==> src/rtl/intra_pkg.sv <==
//------------------------------------------------------------------------------
// intra_pkg
// Shared default sizing for the intra stall ladder and its helpers.
// Rev 1.0
//------------------------------------------------------------------------------
`default_nettype none

package intra_pkg;
    localparam int c_NSTG    = 6;
    localparam int c_SLP_CYC = 3;
    localparam int c_AWK_W   = 3;
    localparam int c_AWK_TAP = 3;
endpackage

`default_nettype wire

==> src/rtl/intra_stall_shreg.sv <==
//------------------------------------------------------------------------------
// intra_stall_shreg
// Enable-gated shift register with async and sync clear to a fixed value.
// Rev 1.0
//------------------------------------------------------------------------------
`default_nettype none

module intra_stall_shreg #(
    parameter int               WIDTH   = 1,
    parameter int               DEPTH   = 2,
    parameter logic [WIDTH-1:0] RST_VAL = '0
) (
    input  logic                         clk,
    input  logic                         arst_n,
    input  logic                         i_clr,
    input  logic                         i_en,
    input  logic [WIDTH-1:0]             i_din,
    output logic [DEPTH-1:0][WIDTH-1:0]  o_q
);

    logic [DEPTH-1:0][WIDTH-1:0] r_q;

    always_ff @(posedge clk or negedge arst_n) begin
        if (!arst_n) begin
            r_q <= {DEPTH{RST_VAL}};
        end else if (i_clr) begin
            r_q <= {DEPTH{RST_VAL}};
        end else if (i_en) begin
            r_q[0] <= i_din;
            for (int k = 1; k < DEPTH; k++) begin
                r_q[k] <= r_q[k-1];
            end
        end
    end

    assign o_q = r_q;

endmodule

`default_nettype wire

==> src/rtl/intra_stall_ladder.sv <==
//------------------------------------------------------------------------------
// intra_stall_ladder
// Residual-path stall generator: source request, forced sleep, staged stalls.
// Rev 1.0
//------------------------------------------------------------------------------
`default_nettype none

module intra_stall_ladder
    import intra_pkg::*;
#(
    parameter int NSTG    = c_NSTG,
    parameter int SLP_CYC = c_SLP_CYC,
    parameter int AWK_W   = c_AWK_W,
    parameter int AWK_TAP = c_AWK_TAP
) (
    input  logic             clk,
    input  logic             arst_n,
    input  logic             rst_n,
    input  logic             resi_val,
    input  logic             src_val,
    output logic             src_rdy,
    input  logic             last_cyc_in_tb,
    input  logic             c_idx,
    input  logic             last32_in_64,
    input  logic             hold,
    output logic             stop_now,
    output logic [NSTG-1:0]  stop_dly,
    output logic [NSTG-1:0]  stop_lad,
    output logic [AWK_W-1:0] awk_cnt_dly,
    output logic             sleeping
);

    localparam logic [AWK_W-1:0] c_SLP = AWK_W'(SLP_CYC);

    logic                          r_primed;
    logic                          r_stop_src;
    logic                          r_sleeping;
    logic [AWK_W-1:0]              r_slp_cnt;
    logic [AWK_W-1:0]              r_awk_cnt;
    logic [NSTG-1:0]               w_d;
    logic [AWK_TAP-1:0][AWK_W-1:0] w_awk_pipe;
    logic                          w_stop_now;
    logic                          w_src_rdy;
    logic [AWK_W-1:0]              w_awk_inc;

    assign w_stop_now = !resi_val || r_stop_src || r_sleeping || hold;
    assign w_src_rdy  = resi_val &&
                        ((last_cyc_in_tb && !c_idx && !w_stop_now && last32_in_64) ||
                         (r_slp_cnt == c_SLP) || !r_primed);
    assign w_awk_inc  = (r_awk_cnt >= c_SLP) ? c_SLP : r_awk_cnt + AWK_W'(1);

    always_ff @(posedge clk or negedge arst_n) begin
        if (!arst_n) begin
            r_primed   <= 1'b0;
            r_stop_src <= 1'b0;
            r_sleeping <= 1'b0;
            r_slp_cnt  <= '0;
            r_awk_cnt  <= '0;
        end else if (!rst_n) begin
            r_primed   <= 1'b0;
            r_stop_src <= 1'b0;
            r_sleeping <= 1'b0;
            r_slp_cnt  <= '0;
            r_awk_cnt  <= '0;
        end else if (resi_val) begin
            r_primed   <= 1'b1;
            r_stop_src <= !src_val && w_src_rdy;
            // A stall opens a bounded sleep window; reaching the limit forces a wake
            if (w_stop_now && (r_slp_cnt < c_SLP)) begin
                r_sleeping <= 1'b1;
                r_slp_cnt  <= r_slp_cnt + AWK_W'(1);
            end else begin
                r_sleeping <= 1'b0;
                r_slp_cnt  <= '0;
            end
            if (!r_sleeping && !w_stop_now) begin
                r_awk_cnt <= w_awk_inc;
            end else begin
                r_awk_cnt <= '0;
            end
        end
    end

    intra_stall_shreg #(
        .WIDTH   (1),
        .DEPTH   (NSTG),
        .RST_VAL (1'b1)
    ) u_stop_shreg (
        .clk    (clk),
        .arst_n (arst_n),
        .i_clr  (!rst_n),
        .i_en   (resi_val),
        .i_din  (w_stop_now),
        .o_q    (w_d)
    );

    intra_stall_shreg #(
        .WIDTH   (AWK_W),
        .DEPTH   (AWK_TAP),
        .RST_VAL ('0)
    ) u_awk_shreg (
        .clk    (clk),
        .arst_n (arst_n),
        .i_clr  (!rst_n),
        .i_en   (resi_val),
        .i_din  (r_awk_cnt),
        .o_q    (w_awk_pipe)
    );

    // Ladder stage releases as soon as its upstream neighbour has released
    assign stop_lad[0] = (w_stop_now && w_d[0]) || !resi_val;
    generate
        for (genvar k = 1; k < NSTG; k++) begin : g_lad
            assign stop_lad[k] = (w_d[k-1] && w_d[k]) || !resi_val;
        end
    endgenerate

    assign stop_dly    = w_d | {NSTG{!resi_val}};
    assign stop_now    = w_stop_now;
    assign src_rdy     = w_src_rdy;
    assign sleeping    = r_sleeping;
    assign awk_cnt_dly = w_awk_pipe[AWK_TAP-1];

endmodule

`default_nettype wire

==> config.mk <==
export PLATFORM = sky130hd
export DESIGN_NAME = intra_stall_ladder
export DESIGN_NICKNAME = d
export VERILOG_FILES = /design/src/rtl/intra_pkg.sv /design/src/rtl/intra_stall_shreg.sv /design/src/rtl/intra_stall_ladder.sv
export SDC_FILE = /design/constraint.sdc
export NUM_CORES = 1
export LEC_CHECK = 0
export CORE_MARGIN = 3
export CORE_UTILIZATION = 39
export CTS_CLUSTER_SIZE = 10
export DETAILED_ROUTE_END_ITERATION = 6
export GPL_ROUTABILITY_DRIVEN = 0
export RECOVER_POWER = 50
export REMOVE_ABC_BUFFERS = 1
export SYNTH_ARGS = -nofsm -noshare
export SYNTH_HDL_FRONTEND = slang
export SYNTH_SLANG_ARGS = --single-unit
==> constraint.sdc <==
create_clock -name clk -period 1.65 [get_ports clk]
set_input_delay 0.33 -clock clk [delete_from_list [all_inputs] [get_ports clk]]
set_output_delay 0.33 -clock clk [all_outputs]
set_load 0.01 [all_outputs]
# After elaboration in Yosys (flattened, before gate mapping)
# Index checks and enable logic that the tools add are counted.
[totals]
reg_bits = 24
wordCells = 69
[classes]
n_lt_le_gt_ge = 2
eq_ne = 2
addsub = 2
reduce_logical = 30
bitwise_logic = 1
muxes = 18
[ops]
columns = ["operator", "n"]
rows = [
  ["$mux W3", 7],
  ["$mux W9", 2],
  ["$logic_and A1 B1 Y1", 13],
  ["$mux W6", 2],
  ["$logic_or A1 B1 Y1", 11],
  ["$mux W1", 7],
  ["$add A3 B1 Y3 const B", 2],
  ["$logic_not A1 Y1", 6],
  ["$or A6 B6 Y6", 1],
  ["$eq A3 B2 Y1 const B", 1],
  ["$ge A3 B2 Y1 const B", 1],
  ["$lt A3 B2 Y1 const B", 1],
  ["$ne A2 B1 Y1 const B", 1],
]

# Logic depth before layout (Yosys ltp)
# Gate-level depths: netlist of run 1.
[depth]
depth_word = 13
depth_mapped = 5

# By module
# Synthesis of run 1 repeated with hierarchy kept, for this count alone.
[hier_totals]
cells_unflattened = 108
hier_area_um2 = 1212.4
[modules_own_cells]
columns = ["mod", "cells_each", "area_per_inst_um2", "seq_area_each_um2", "instances"]
rows = [
  ["intra_stall_ladder", 60, 576.8, 225.2, 1],
  ["intra_stall_shreg (u_awk_shreg)", 29, 364.1, 225.2, 1],
  ["intra_stall_shreg (u_stop_shreg)", 19, 271.5, 157.7, 1],
]

# Worst setup path before layout of run 1
# Ideal clock, no wire load.
[synth_path]
kind = "reg-to-output"
startpoint = "reg r_sleeping (netlist: sleeping)"
endpoint = "out src_rdy"
setup_slack_ns = 0.106
path_stages_with_launch = 4
t_arrival_ns = 1.214
t_required_ns = 1.320
cell_sequence = "dfrtp_1 nor4b_4 nand4b_1 a31oi_1"
[synth_between]
elab_chain_cells = 8
[synth_lines]
columns = ["element", "line_no", "source"]
rows = [
  ["from (decl)", "intra_stall_ladder.sv:37", "logic r_sleeping;"],
  ["from (signal assigned)", "intra_stall_ladder.sv:56", "r_sleeping <= 1'b0;"],
  ["from (signal assigned)", "intra_stall_ladder.sv:62", "r_sleeping <= 1'b0;"],
  ["from (signal assigned)", "intra_stall_ladder.sv:70", "r_sleeping <= 1'b1;"],
  ["$logic_or A1 B1 Y1 (2 in series)", "intra_stall_ladder.sv:46", "assign w_stop_now = !resi_val || r_stop_src || r_sleeping || hold;"],
  ["$logic_not A1 Y1", "intra_stall_ladder.sv:48", "((last_cyc_in_tb && !c_idx && !w_stop_now && last32_in_64) ||"],
  ["$logic_and A1 B1 Y1 (2 in series)", "intra_stall_ladder.sv:48", ""],
  ["$logic_or A1 B1 Y1", "intra_stall_ladder.sv:48", ""],
  ["$logic_or A1 B1 Y1", "intra_stall_ladder.sv:49", "(r_slp_cnt == c_SLP) || !r_primed);"],
  ["$logic_and A1 B1 Y1", "intra_stall_ladder.sv:47", "assign w_src_rdy = resi_val &&"],
  ["to (decl)", "intra_stall_ladder.sv:21", "output logic src_rdy,"],
]
# Every way passes these cells.

# Final worst setup path of run 1
[layout_path]
startpoint = "reg r_stop_src"
endpoint = "out src_rdy"
[layout_between]
elab_chain_cells = 9
[layout_lines]
columns = ["element", "line_no", "source"]
rows = [
  ["from (decl)", "intra_stall_ladder.sv:36", "logic r_stop_src;"],
  ["from (signal assigned)", "intra_stall_ladder.sv:67", "r_stop_src <= !src_val && w_src_rdy;"],
  ["$logic_or A1 B1 Y1 (3 in series)", "intra_stall_ladder.sv:46", ""],
  ["$logic_not A1 Y1", "intra_stall_ladder.sv:48", ""],
  ["$logic_and A1 B1 Y1 (2 in series)", "intra_stall_ladder.sv:48", ""],
  ["$logic_or A1 B1 Y1", "intra_stall_ladder.sv:48", ""],
  ["$logic_or A1 B1 Y1", "intra_stall_ladder.sv:49", ""],
  ["$logic_and A1 B1 Y1", "intra_stall_ladder.sv:47", ""],
]
# Every way passes these cells.

==> metrics.txt, run 1 <==
vias per cell=5.03; die height=60.9 um; Top Ports=27; antenna violations before repair=0; WL final=2780 um; TritonCTS buffer count=3; Root Buffer=clkbuf_4; top-area cell type share of the netlist area=38.4%; leak pwr=0.000834 uW; maximum vdd drop=0.491 mV; CP Max Fanout=2; WS Path Type=flop to primary output; Hold WC Path Type=input pin to async pin; type of origin of the critical path=flop; vias in the first global route=1,030; outcome=complete, but fails checks; clock transition at the registers of the reported paths=0.13 ns; Post-Syn Area per Cell=9.95 sq um; I/O Buffers=26; Worst Skew=0.00114 ns; Mapped Cells=118; clock sinks=24; top cells by area, synth=dfrtp_1 38%, dfstp_2 13%, nor2_1 8.6%; most frequent cells in the layout=21 x buf_4, 18 x nor2_1, 18 x dfrtp_1; failing checks=negative setup slack; Post-synth EDFFs=0; yosys warns=0; ant diodes=0; core area=2810 sq um; Mapped Area=1170 sq um; fraction of layout cells with a size suffix above 1=36.5%; Worst R2R Start=r_awk_cnt[0]$_DFFE_PN0P_; die area=3700 sq um; Seq/Total Area, Yosys=51.8%; worst r2r dst=r_awk_cnt[1]$_DFFE_PN0P_; Avg WL per Cell=13.8 um; Hold Buf Count CTS=0; Sw Pwr=285 uW; fin. max-slew vios=0; non-filler cells, final=201; fin area=1760 sq um; Post-DRT Antenna Nets=0; first-pass iteration count of the detailed router=4; clock buffer depth=2; Sw Ratio=23.1%; Internal=949 uW; power per cell area=702 nW/um^2; library cells used by synthesis=28; chip width=60.9 um; pin count of the biggest net entering global routing=25; DRC viols=0; Hold Vio Cnt, Final=0; global route overflow=0; Main synth FF type=dfrtp_1; final setup violation count=3; # nets final=184; Skew-Pair Late Insertion Delay=0.32 ns; WP data required=1.32 ns; Layout fillers=232; Synth area leader=dfrtp_1; H-Tree Depth=1; DP HPWL=1860 um; first-pass GRT wire length=4610 um; slew at the pin closest to its max-slew limit=0.609 ns; # rows=19; GRT Resource Usage Total=16.9%; DR iter-0 viols=32; Cell Area, Placed=1550 sq um; CTS tree=yes; Slew headroom=59.4%; endpoint class of the critical path=primary output; R2R Setup Slk=0.11 ns; WP data arrival=1.52 ns; clock power share=34.4%; fmax=0.541 GHz; commonest non-fill, non-tap cell in the layout=buf_4; Sum Neg Setup Slack=-0.504 ns; Area Growth Syn to Fin=49.8%; via count of the routed design=1,011; placed insts=183; fraction of registers with async set or reset after synthesis=100%; Final min period=1.85 ns; Comb power frac=15.7%; RSZ-0062 raised after global routing=true; Sequential Power Share=49.9%; Initial Utilization=41.8%; post-synthesis register bit count=24; Final Cycle Share=112%; setup slack after layout=-0.199 ns; cells on worst reg2reg path=5; Max Cap Viol=0
[critical path, stage by stage, from the launching register on]
cell and delay [ns]:
dfrtp_1 0.43, nor4b_4 0.30, nand4b_1 0.16, a31oi_1 0.16, buf_2 0.15
[kinds of logic after synthesis]
logic type / Yosys count / synth area share (%)
fa+ha+maj: 4 / 4.26
compound gates: 20 / 12.5
buf+inv: 20 / 7.68
simple gates: 42 / 17.0
flops: 24 / 51.8
mux: 8 / 6.82
[flip-flops by register name, summed over array words and instances, names as in the netlist]
name              cells
r_stop_src            1
u_stop_shreg.o_q      6
r_awk_cnt             3
sleeping              1
r_primed              1
r_slp_cnt             3
u_awk_shreg.o_q       9
[power by group through the flow]
stage / combinational (uW) / clock, uW / sequential (uW)
2_1_floorplan: 52.2 / 0 / 627
6_report: 193 / 424 / 616
3_5_place_dp: 162 / 0 / 626
5_1_grt: 210 / 457 / 618
3_3_place_gp: 160 / 0 / 625
4_1_cts: 178 / 440 / 617
[area by class of cell]
cell class / instances / area (sq um) / area share, %
sequential: 24 / 608 / 34.6
multi-input combinational: 74 / 534 / 30.4
timing repair buffer: 56 / 473 / 26.9
inverter: 12 / 51.3 / 2.92
tap: 31 / 38.8 / 2.21
clock inverter: 1 / 30.0 / 1.71
clock buffer: 3 / 22.5 / 1.28
[worst max path at each step]
stage / startpoint / end / cells after the start
3_3_place_gp: resi_val / src_rdy / 5
6_report: r_stop_src$_DFFE_PN0P_ / src_rdy / 4
4_1_cts: sleeping$_DFFE_PN0P_ / src_rdy / 4
2_1_floorplan: sleeping$_DFFE_PN0P_ / src_rdy / 3
3_5_place_dp: resi_val / src_rdy / 5
5_1_grt: r_stop_src$_DFFE_PN0P_ / src_rdy / 4
[per-stage QoR]
stage	hold slack [ns]	power (uW)	util [%]	setup slack (ns)
final	0.528	1230	62.7	-0.199
after global routing	0.556	1280	62.7	-0.309
after global placement	0.502	785	55.2	-0.690
after CTS	0.347	1230	60.3	-0.217
after floorplan	0.0344	679	-	0.106
after detailed placement	0.506	787	55.2	-0.679
[synth_stat cells, drive strengths merged (3+ instances only)]
cell type,instances
nor2,27
dfrtp,18
inv,12
mux2i,8
o21ai,7
buf,6
dfstp,6
nand2,5
ha,4
a21oi,3
[timing repair]
item,4_1_cts,5_1_grt
hold endpoints to repair,0,0
pin swaps,10,6
setup endpoints to repair,15,13
buffers inserted,12,4
resized for setup,62,11
[layer usage]
layer,up-vias,GRT usage (%),part of all wire [%],wire length (um)
li1,495,-,-,-
met1,478,20.5,44,1220
met2,34,29.8,49,1360
met3,4,3.62,5.9,163
met4,0,5.57,1.2,33
met5,-,0,0,0
Power figures use the tool's default switching activity.
==> run 2, diff against run 1 <==
--- a/config.mk
+++ b/config.mk
@@ -9,6 +9,7 @@
 export CORE_UTILIZATION = 39
 export CTS_CLUSTER_SIZE = 10
 export DETAILED_ROUTE_END_ITERATION = 6
+export DONT_BUFFER_PORTS = 1
 export GPL_ROUTABILITY_DRIVEN = 0
 export RECOVER_POWER = 50
 export REMOVE_ABC_BUFFERS = 1
==> run 2 against run 1 <==
Effect of this change: the flow still finishes with violations (negative setup slack); global-route usage decreased by 4.0 points; cell area down 27%; critical path type unchanged; non-clock buffer count down 48; first-iteration DRC count rose by 69%; total power fell by 18%; via count decreased by 18%.
==> metrics.txt, run 2 (synthesis gave the netlist of run 1 again) <==
endpoint class of the critical path=primary output; DP HPWL=1570 um (-16%); via count of the routed design=832 (-18%); ant diodes=0 (unchanged); Final min period=1.78 ns (-0.0665 ns); cells on worst reg2reg path=4 (-1); clock buffer depth=2 (unchanged); chip width=60.9 um (unchanged); DR top layer=met4; CTS tree=yes; Min-Delay Endpoint=u_stop_shreg.o_q[4]$_DFFE_PN1P_; Skew-Pair Late Insertion Delay=0.30 ns (-0.02 ns); Post-DRT Antenna Nets=0 (unchanged); first-pass GRT wire length=3530 um (-23%); WHS Path Cells=1; I/O Buffers=0 (-100%); pre-CTS WS=0.125 ns (+0.804 ns); setup slack after layout=-0.133 ns (+0.0665 ns); Max Cap Viol=0 (unchanged); type of origin of the critical path=flop; Avg WL per Cell=14.3 um (+3.2%); WS Path Type=flop to primary output; most frequent cells in the layout=26 x nor2_1, 18 x dfrtp_1, 11 x inv_1; R2R Setup Slk=0.16 ns (+0.05 ns); fin. max-slew vios=0 (unchanged); placed insts=145 (-21%); GRT Resource Usage Total=13.0% (-4.0 points); DRC viols=0 (unchanged); core area=2810 sq um (unchanged); outcome=complete, but fails checks; worst r2r dst=r_awk_cnt[2]$_DFFE_PN0P_; Slew headroom=29.7% (-30 points); fmax=0.561 GHz (+3.7%); WL final=2180 um (-21%); antenna violations before repair=0 (unchanged); fraction of layout cells with a size suffix above 1=18.0% (-18 points); WP data arrival=1.45 ns (-0.07 ns); metal3 WL=116 um (-29%); Final Cycle Share=108% (-4.0 points); vias per cell=5.44 (+8.1%); DRT met1 WL=1020 um (-16%); # rows=19 (unchanged); die height=60.9 um (unchanged); # nets final=136 (-26%); clock sinks=24 (unchanged); hold_sp=rst_n; failing checks=negative setup slack; Cell Area, Placed=1200 sq um (-23%); Worst Skew=0.00393 ns (+0.00279 ns); final setup violation count=1 (-2); TritonCTS buffer count=3 (unchanged); global route overflow=0 (unchanged); power per cell area=789 nW/um^2 (+12%); fin area=1280 sq um (-27%); Hold WC Path Type=input pin to flop; Sum Neg Setup Slack=-0.133 ns (+0.371 ns); vias in the first global route=783 (-24%); die area=3700 sq um (unchanged); Top Ports=27 (unchanged); Hold Vio Cnt, Final=0 (unchanged); CP Max Fanout=2 (unchanged); leak pwr=0.000605 uW (-27%); commonest non-fill, non-tap cell in the layout=nor2_1; Initial Utilization=41.8% (unchanged); DR iter-0 viols=54 (+69%); clock transition at the registers of the reported paths=0.12 ns (about the same); slew at the pin closest to its max-slew limit=1.05 ns (+0.442 ns); Largest register FFs=9 (unchanged); met2 wire length=1030 um (-24%); Root Buffer=clkbuf_4; H-Tree Depth=1 (unchanged); Worst R2R Start=r_awk_cnt[0]$_DFFE_PN0P_; non-filler cells, final=153 (-24%); maximum vdd drop=0.339 mV (-31%); Area Growth Syn to Fin=9.06%; WP data required=1.32 ns (about the same); first-pass iteration count of the detailed router=6 (+2); RSZ-0062 raised after global routing=true; pin count of the biggest net entering global routing=25 (unchanged)
run 2: changes by cell type in the layout (fill, tap and decap cells not counted), moves of 4 or more:
cell	previous run	this run
buf_2	8	0
nor2_2	4	0
buf_6	6	1
nor2_1	18	26
nor2_4	5	1
dlygate4sd2_1	5	0
buf_4	21	6
clkdlybuf4s50_1	7	0
run 2: how the worst max path moves through the flow:
stage	startpoint	to	slack [ns]	cells past startpoint
5_1_grt	sleeping$_DFFE_PN0P_	src_rdy	-0.27	4
4_1_cts	sleeping$_DFFE_PN0P_	src_rdy	-0.16	4
6_report	sleeping$_DFFE_PN0P_	src_rdy	-0.13	4
2_1_floorplan	sleeping$_DFFE_PN0P_	src_rdy	0.11	3
3_3_place_gp	r_stop_src$_DFFE_PN0P_	src_rdy	0.16	4
3_5_place_dp	r_stop_src$_DFFE_PN0P_	src_rdy	0.13	4
run 2: through the flow:
| stage | power, uW | hold slack (ns) | utilization, % |
|---|---|---|---|
| 2_1_floorplan | 679 | 0.0344 | - |
| 3_5_place_dp | 703 | 0.0354 | 42.7 |
| 3_3_place_gp | 701 | 0.0353 | 42.7 |
| 4_1_cts | 1020 | 0.0691 | 44.6 |
| 5_1_grt | 1070 | 0.0484 | 45.6 |
| 6_report | 1010 | 0.0830 | 45.6 |
run 2: report_power, final:
| group | switching, uW | total (uW) | internal (uW) |
|---|---|---|---|
| registers | 12.6 | 617 | 604 |
| logic | 55.5 | 97.7 | 42.2 |
| clock network | 161 | 296 | 135 |
| total | 229 | 1010 | 781 |
run 2: area by class of cell:
type | count | area, sq um
multi-input combinational | 74 | 483
tap | 31 | 38.8
inverter | 12 | 47.5
timing repair buffer | 8 | 66.3
fill | 282 | 1530
sequential | 24 | 608
clock buffer | 4 | 36.3
run 2: repair_timing:
action                                  in CTS  in global routing
hold buffers                                 1                  0
gates cloned                                 0                  0
resized for setup                            1                  4
pin swaps                                    3                  2
endpoints found under the setup margin       3                  3
buffers inserted                             2                  2
hold endpoints to repair                    24                  0
run 2: worst max-delay path, cell delays in order (launching register included):
cell	delay, ns
dfrtp_1	0.43
nor4b_4	0.28
nand4b_1	0.15
a31oi_1	0.16
buf_4	0.14
run 2: metal layers:
metal,global-route usage [%],up-vias
li1,-,399
met1,16.6,407
met2,20.9,24
met3,2.98,2
met4,5.57,0
met5,0,-
